[config.mk]
export PLATFORM = sky130hd
export DESIGN_NAME = display_message_arbiter
export DESIGN_NICKNAME = d
export VERILOG_FILES = /design/src/rtl/disp_pkg.sv /design/src/rtl/disp_tick_gen.sv /design/src/rtl/display_message_arbiter.sv
export SDC_FILE = /design/constraint.sdc
export NUM_CORES = 1
export LEC_CHECK = 0
export BUFFER_PORTS_ARGS = -buffer_cell sky130_fd_sc_hd__buf_2
export CORE_MARGIN = 8
export CORE_UTILIZATION = 51
export DETAILED_ROUTE_END_ITERATION = 16
export PLACE_DENSITY = 0.8
export SLEW_MARGIN = 20
export SYNTH_ARGS = -nofsm -noshare
export SYNTH_HDL_FRONTEND = slang
export SYNTH_SLANG_ARGS = --single-unit
[constraint.sdc]
create_clock -name clk -period 3.7 [get_ports clk]
set_input_delay 0.74 -clock clk [delete_from_list [all_inputs] [get_ports clk]]
set_output_delay 0.74 -clock clk [all_outputs]
set_load 0.02 [all_outputs]
[src/rtl/disp_pkg.sv]
// Shared constants, source indices and FSM state type for the display message arbiter.
package disp_pkg;
    localparam logic [1:0] SRC_ERR    = 2'd0;
    localparam logic [1:0] SRC_RES    = 2'd1;
    localparam logic [1:0] SRC_PROMPT = 2'd2;
    localparam logic [1:0] SRC_BG     = 2'd3;

    localparam logic [15:0] DEF_BLANK_WORD = 16'hFFFF;
    localparam logic [15:0] WORD_GOOD      = 16'h900D;
    localparam logic [15:0] WORD_GOGO      = 16'h9090;
    localparam logic [15:0] WORD_ERR       = 16'hFEEE;
    localparam logic [15:0] WORD_LOSE      = 16'hC05E;

    typedef enum logic {ST_IDLE, ST_SHOW} disp_state_e;

    // Fixed priority: lowest index wins; SRC_BG means nothing requested.
    function automatic logic [1:0] pick_src(input logic [2:0] r);
        if (r[0])      return SRC_ERR;
        else if (r[1]) return SRC_RES;
        else if (r[2]) return SRC_PROMPT;
        else           return SRC_BG;
    endfunction
endpackage

[src/rtl/disp_tick_gen.sv]
// Display tick prescaler: one-cycle tick every TICK_DIV cycles, restartable at 0.
module disp_tick_gen #(
    parameter int TICK_DIV = 25000000
) (
    input  logic clk,
    input  logic reset,
    input  logic restart,
    output logic tick
);
    localparam int CW = (TICK_DIV > 1) ? $clog2(TICK_DIV) : 1;
    localparam logic [CW-1:0] LAST = CW'(TICK_DIV - 1);

    logic [CW-1:0] cnt_q, cnt_d;

    assign tick = (cnt_q == LAST);

    always_comb begin
        cnt_d = cnt_q + 1'b1;
        if (restart || tick) cnt_d = '0;
    end

    always_ff @(posedge clk) begin
        if (reset) cnt_q <= '0;
        else       cnt_q <= cnt_d;
    end
endmodule

[src/rtl/display_message_arbiter.sv]
// Priority arbiter holding one message on the 7-segment word for a tick-based duration.
// Optional per-message blinking is enabled by defining DISP_ARB_BLINK_EN.
module display_message_arbiter
    import disp_pkg::*;
#(
    parameter int          TICK_DIV   = 25000000,
    parameter logic [15:0] BLANK_WORD = DEF_BLANK_WORD
) (
    input  logic        clk,
    input  logic        reset,
    input  logic [2:0]  req,
    input  logic [47:0] msg_flat,
    input  logic [11:0] hold_flat,
    input  logic [15:0] bg_data,
`ifdef DISP_ARB_BLINK_EN
    input  logic [2:0]  blink,
`endif
    output logic [2:0]  ack,
    output logic [15:0] seg_data,
    output logic        busy,
    output logic [1:0]  active_src
);
    disp_state_e state_q, state_d;
    logic [1:0]  src_q, src_d;
    logic [15:0] msg_q, msg_d;
    logic [15:0] seg_q, seg_d;
    logic [3:0]  hold_cnt_q, hold_cnt_d;
    logic [2:0]  ack_q, ack_d;
    logic        blink_q, blink_d;
    logic        phase_q, phase_d;
    logic [2:0]  blink_in;
    logic [2:0]  req_eff;
    logic [1:0]  win;
    logic [3:0]  hold_sel;
    logic        accept, expire, tick;

`ifdef DISP_ARB_BLINK_EN
    assign blink_in = blink;
`else
    assign blink_in = '0;
`endif

    disp_tick_gen #(.TICK_DIV(TICK_DIV)) u_tick (
        .clk    (clk),
        .reset  (reset),
        .restart(accept),
        .tick   (tick)
    );

    // A source acked last cycle cannot be re-acked before it drops req.
    assign req_eff  = req & ~ack_q;
    assign win      = pick_src(req_eff);
    assign hold_sel = hold_flat[{win, 2'b00} +: 4];
    assign expire   = (state_q == ST_SHOW) && tick && (hold_cnt_q <= 4'd1);

    always_comb begin
        state_d    = state_q;
        src_d      = src_q;
        msg_d      = msg_q;
        seg_d      = seg_q;
        hold_cnt_d = hold_cnt_q;
        blink_d    = blink_q;
        phase_d    = phase_q;
        ack_d      = '0;
        accept     = 1'b0;
        case (state_q)
            ST_IDLE: begin
                if (|req_eff) accept = 1'b1;
                else          seg_d  = bg_data;
            end
            ST_SHOW: begin
                if ((|req_eff) && (win < src_q || expire)) begin
                    accept = 1'b1;
                end else if (expire) begin
                    state_d    = ST_IDLE;
                    src_d      = SRC_BG;
                    seg_d      = bg_data;
                    hold_cnt_d = '0;
                    blink_d    = 1'b0;
                    phase_d    = 1'b0;
                end else begin
                    if (tick) begin
                        hold_cnt_d = hold_cnt_q - 1'b1;
                        phase_d    = ~phase_q;
                    end
                    seg_d = (blink_q && phase_d) ? BLANK_WORD : msg_q;
                end
            end
            default: state_d = ST_IDLE;
        endcase
        if (accept) begin
            state_d    = ST_SHOW;
            src_d      = win;
            msg_d      = msg_flat[{win, 4'b0000} +: 16];
            seg_d      = msg_flat[{win, 4'b0000} +: 16];
            hold_cnt_d = (hold_sel == 4'd0) ? 4'd1 : hold_sel;
            blink_d    = blink_in[win];
            phase_d    = 1'b0;
            ack_d[win] = 1'b1;
        end
    end

    always_ff @(posedge clk) begin
        if (reset) begin
            state_q    <= ST_IDLE;
            src_q      <= SRC_BG;
            msg_q      <= '0;
            seg_q      <= BLANK_WORD;
            hold_cnt_q <= '0;
            ack_q      <= '0;
            blink_q    <= 1'b0;
            phase_q    <= 1'b0;
        end else begin
            state_q    <= state_d;
            src_q      <= src_d;
            msg_q      <= msg_d;
            seg_q      <= seg_d;
            hold_cnt_q <= hold_cnt_d;
            ack_q      <= ack_d;
            blink_q    <= blink_d;
            phase_q    <= phase_d;
        end
    end

    assign ack        = ack_q;
    assign seg_data   = seg_q;
    assign busy       = (state_q == ST_SHOW);
    assign active_src = src_q;
endmodule

# Word level (Yosys, flattened, before mapping)
# Index checks and enable logic that the tools add are counted.
[classes] bitwise_logic=6 n_addsub=2 mux=39 magnitude_cmp=4 eq_ne=4 reduce_logical=19 shift=2
[ops] operator="2-to-1 mux 16 bit" count=5
[ops] operator="variable part select 48 x 7 -> 16 bit" count=1
[ops] operator="case mux 16 bit (2 select lines)" count=1
[ops] operator="adder 25 x 1 -> 25 bit (second input constant)" count=1
[ops] operator="equality test 25 bit (second input constant)" count=1
[ops] operator="2-to-1 mux 4 bit" count=6
[ops] operator="2-to-1 mux 1 bit" count=18
[ops] operator="2-to-1 mux 2 bit" count=6
[ops] operator="variable part select 12 x 5 -> 4 bit" count=1
[ops] operator="!= test 3 x 2 -> 1 bit (second input constant)" count=2
[ops] operator="AND reduction 3 bit" count=2
[ops] operator="OR reduction 2 bit" count=3
[ops] operator="logical AND 1 bit" count=5
[ops] operator="<= comparator 4 x 1 -> 1 bit (second input constant)" count=1
[ops] operator="zero test 4 bit" count=1
[ops] operator="NOT 1 bit" count=4
[ops] operator="AND reduction 2 bit" count=2
[ops] operator="nonzero test 2 bit" count=2
[ops] operator="subtractor 4 x 1 -> 4 bit (second input constant)" count=1
[ops] operator="bitwise AND 3 bit" count=1
[ops] operator="less-than comparator 2 x 3 -> 1 bit (second input constant)" count=1
[ops] operator="NOT 3 bit" count=1
[ops] operator="nonzero test 3 bit" count=1
[ops] operator="OR reduction 3 bit" count=1
[ops] operator="other kinds (7)" count=8
[totals] output_inout_bits=22 reg_bits=69

# Logic depth before layout (Yosys ltp)
[logic_depth] word_depth=16 depth_mapped=13 depth_no_buf=9

# Hierarchy
# A second synthesis with hierarchy kept.
[hier_totals] hier_cells=363 hier_area_um2=3405.8
[modules_own_cells] module="display_message_arbiter" instances=1 area_per_inst_um2=2202.1 cells_each=231 seq_area_each_um2=840.8
[modules_own_cells] module="disp_tick_gen" instances=1 area_per_inst_um2=1203.7 cells_each=132 seq_area_each_um2=500.5

# Worst setup path after synthesis
# No wires, ideal clock.
[synth_path] kind="in2reg" startpoint="input req[0]" endpoint="register u_tick.cnt_q[14]" n_path_buf=4 arrival_ns=2.874 slack_ns=0.698 stages=12 path_cell_list="nor2b_1 clkbuf_1 clkbuf_1 nor2_1 ha_1 a31oi_1 nand2_1 nor2_1 or3_1 clkbuf_1 clkbuf_1 nor2_1"
[synth_between] elab_chain_len=9 word_cells_on_any_way=11
[synth_lines] item="start, declared" line="display_message_arbiter.sv:11" text="input logic [2:0] req,"
[synth_lines] item="bitwise AND 3 bit *" line="display_message_arbiter.sv:51" text="assign req_eff = req & ~ack_q;"
[synth_lines] item="2-to-1 mux 2 bit" line="disp_pkg.sv:18" text="if (r[0]) return SRC_ERR;"
[synth_lines] item="less-than comparator 2 bit" line="display_message_arbiter.sv:72" text="if ((|req_eff) && (win < src_q || expire)) begin"
[synth_lines] item="logical OR 1 bit" line="display_message_arbiter.sv:72"
[synth_lines] item="logical AND 1 bit" line="display_message_arbiter.sv:72"
[synth_lines] item="2-to-1 mux 1 bit" line="display_message_arbiter.sv:72"
[synth_lines] item="case mux 1 bit (2 select lines) *" line="display_message_arbiter.sv:66" text="case (state_q)"
[synth_lines] item="logical OR 1 bit *" line="disp_tick_gen.sv:19" text="if (restart || tick) cnt_d = '0;"
[synth_lines] item="OR reduction 2 bit (no line) *"
[synth_lines] item="end signal, assigned" line="disp_tick_gen.sv:24" text="else cnt_q <= cnt_d;"
[synth_lines] item="end, declared" line="disp_tick_gen.sv:13" text="logic [CW-1:0] cnt_q, cnt_d;"
# Mark *: on every way between the ends. The rest lies on a longest branch, timed or not.
# A chain may end at the register's enable or synchronous reset.

# Worst setup path in the final report
[layout_path] startpoint="input req[1]" endpoint="register hold_cnt_q[1]"
[layout_between] elab_chain_len=10 word_cells_on_any_way=18
[layout_lines] item="bitwise AND 3 bit *" line="display_message_arbiter.sv:51"
[layout_lines] item="2-to-1 mux 2 bit" line="disp_pkg.sv:19" text="else if (r[1]) return SRC_RES;"
[layout_lines] item="2-to-1 mux 2 bit" line="disp_pkg.sv:18"
[layout_lines] item="less-than comparator 2 bit" line="display_message_arbiter.sv:72"
[layout_lines] item="logical OR 1 bit" line="display_message_arbiter.sv:72"
[layout_lines] item="logical AND 1 bit" line="display_message_arbiter.sv:72"
[layout_lines] item="2-to-1 mux 1 bit" line="display_message_arbiter.sv:72"
[layout_lines] item="case mux 1 bit (2 select lines)" line="display_message_arbiter.sv:66"
[layout_lines] item="!= test 2 x 1 -> 1 bit (no line), or another cell as far along"
[layout_lines] item="AND reduction 3 bit (no line)"
[layout_lines] item="end signal, assigned" line="display_message_arbiter.sv:118" text="hold_cnt_q <= hold_cnt_d;"
[layout_lines] item="end, declared" line="display_message_arbiter.sv:27" text="logic [3:0] hold_cnt_q, hold_cnt_d;"
# Marks and branches as above.

==> run summary <==
Worst-path cell chain = buf_2 > nor2b_1 > nor2_1 > ha_1 > o211a_1 > o21ai_0 > o21ai_1 > buf_4 > o22a_1 > a211oi_1
Post-synthesis mux area share = 2.490%
Tmin final = 2735 ps
Finish-stage setup viols = 0
Status = finished, final reports clean
Resize count post-CTS = 0
DR vias = 3,179
Setup tns final = 0 ps
Core Footprint = 0.006241 mm²
Syn nets = 456
Worst-Margin Slew = 832.7 ps
Post-synth top area cell = dfxtp_1
Vias in the first global route = 3,136
Htree depth = 3
Port bufs = 102
Ys Warns = 0
Iter 0 DRT Violations = 296
Final Instance Area = 0.003981 mm²
P&R area growth vs syn = 23.81%
Synth Area in Simple Gates = 28.44%
Critical Path Slowest Stage Cell = o21ai_1
Asr flop ratio synth = 0%
Worst IR Drop VDD = 0.0002517 V
# Post-CTS Setup Buffers = 0
Die Area = 0.009102 mm²
GRT Total Usage = 20.02%
Antenna cells = 0
Synth cell types = 46
Worst EP required = 3880 ps
EDFF count, synth = 0
CTS Root Buffer Type = clkbuf_8
CP Class = input pin to flop
Die Ht = 95.41 µm
Pwr per Cell Area = 460.3 mW/mm²
Grt ovf = 0
Hold Fails Final Rpt = 0
Arr. time, crit path = 2920 ps
Final Core Density = 63.79%
Fin. max-slew vios = 0
Compound-gate portion of the synthesized area = 15.84%
Final total power = 1.833 mW
Tcrit/Tclk final = 73.91%
WHS = 457.4 ps
CP Launch Type = input pin
Clock-pin slew on the worst setup and hold paths = 70 ps
Flops & latches, synth = 67
Initial antenna violation count = 0
Largest family of logic cells by synthesized area = simple AND/OR/NAND/NOR gates
Sink Count = 67
Commonest cells after routing, fill and taps aside = 102 x buf_2, 67 x dfxtp_1, 49 x nor2_1
R2R depth = 9
Synthesized netlist cell count = 371
Hold Crit Class = flop to flop
Synth Area in XOR/XNOR = 6.265%
Most common cell after layout, fill and taps aside = buf_2
Die X = 95.41 µm
Max FO, Critical Path = 15
Post-synthesis instance area = 0.003216 mm²
IO Pins = 103
Area share of the largest cell type after synthesis = 41.71%
Ratio of cells with drive above 1 in the final layout = 30.23%
Leak = 1.630 nW
Post-DP HPWL = 6652 µm
Hold Crit Depth = 2
Hold Buf Count CTS = 0
RSZ-0062 raised after global routing = false
Synth Flop Type = dfxtp_1
Initial Util = 51.52%
Clock Skew = 8.796 ps
Max_slew headroom = 44.35%
First-pass GRT wire length = 14,370 µm
Vias per inst = 5.780
Largest net degree at the start of global routing = 44
Worst skew pair latency = 340 ps
Adder-cell area share of the yosys netlist = 1.556%
CP endpoint kind = flop
Routed WL = 9011 µm
Placed cell area = 0.003784 mm²
Inserted Clock Buffers = 9
Synth area leaders = dfxtp_1 42%, a222oi_1 6.2%, nor2_1 5.7%, nand3_1 3.9%, xor2_1 3.8%
Seq/Total Area, Yosys = 41.71%
Average wire per standard cell = 16.38 µm
# DRC = 0
CTS tree = built
Placer Congestion = 0.8585
TritonRoute pass-1 iters = 5
Syn avg cell area = 8.667 µm²
Nets@finish = 553
Max-cap violation count = 0
CP max stage delay = 470 ps
Maximum operating frequency = 365.7 MHz
Clock buffer depth = 2
# rows = 29
ANT nets after route = 0
==> cell families after synthesis <==
logic type / count (synthesis)
XOR/XNOR: 23
buffers and inverters: 29
adder cells (fa/ha/maj): 4
AND/OR/NAND/NOR: 171
flip-flops: 67
multiplexers: 8
AO/OA/AOI/OAI: 69
==> final timing paths <==
kind / start / end / slack, ps
min: msg_q[11] / msg_q[11] / 460
min reg2reg: msg_q[11] / msg_q[11] / 460
max: req[1] / hold_cnt_q[1] / 970
max reg2reg: ack[1] / hold_cnt_q[1] / 1150
==> where the power goes <==
part | leakage [nW] | internal (mW) | switching (mW) | total (mW)
logic | 0.984 | 0.170 | 0.252 | 0.422
clock network | 0.0950 | 0.308 | 0.278 | 0.586
registers | 0.551 | 0.788 | 0.0361 | 0.824
==> worst max-delay path: cells and delay by family <==
| family | cells | cell delay (ps) |
|---|---|---|
| AND/OR/NAND/NOR | 2 | 440 |
| buffers and inverters | 2 | 400 |
| AO/OA/AOI/OAI | 5 | 970 |
| adder cells (fa/ha/maj) | 1 | 360 |
==> layout make-up <==
cell class,count,area [µm²]
Fill cell,554,2260
Clock inverter,7,68.82
Timing Repair Buffer,109,563.0
Clock buffer,9,123.9
Inverter,6,22.52
Multi-Input combinational cell,275,1765
Sequential cell,67,1341
Tap cell,77,96.34
==> through the flow <==
| step | worst slack (ps) | cells |
|---|---|---|
| after CTS | 1016 | 550 |
| after floorplan | 697.9 | 371 |
| after detailed placement | 650.2 | 534 |
| after global placement | 734.5 | 534 |
| after global routing | 779.9 | 550 |
| final | 965.5 | 550 |
==> synthesized netlist by cell type (9+ instances only) <==
| cell type | instances |
|---|---|
| nor2_1 | 49 |
| xor2_1 | 14 |
| dfxtp_1 | 67 |
| nand2_1 | 32 |
| nor3b_1 | 9 |
| clkbuf_1 | 19 |
| a222oi_1 | 20 |
| xnor2_1 | 9 |
| nand3_1 | 25 |
| a21oi_1 | 20 |
| or2_2 | 9 |
==> flip-flops by register name, summed over array words and instances, names as in the netlist <==
name,count
msg_q,16
hold_cnt_q,4
busy,1
seg_data,16
ack,3
u_tick.cnt_q,25
active_src,2
==> layer usage <==
layer | routed length [µm] | track usage (%) | up-vias
met1 | 3594 | 21.71 | 1472
met4 | 258 | 11.14 | 0
met2 | 4302 | 35.33 | 125
met5 | 0 | 0 | -
li1 | - | - | 1558
met3 | 856 | 4.567 | 24
Power figures use the tool's default switching activity.
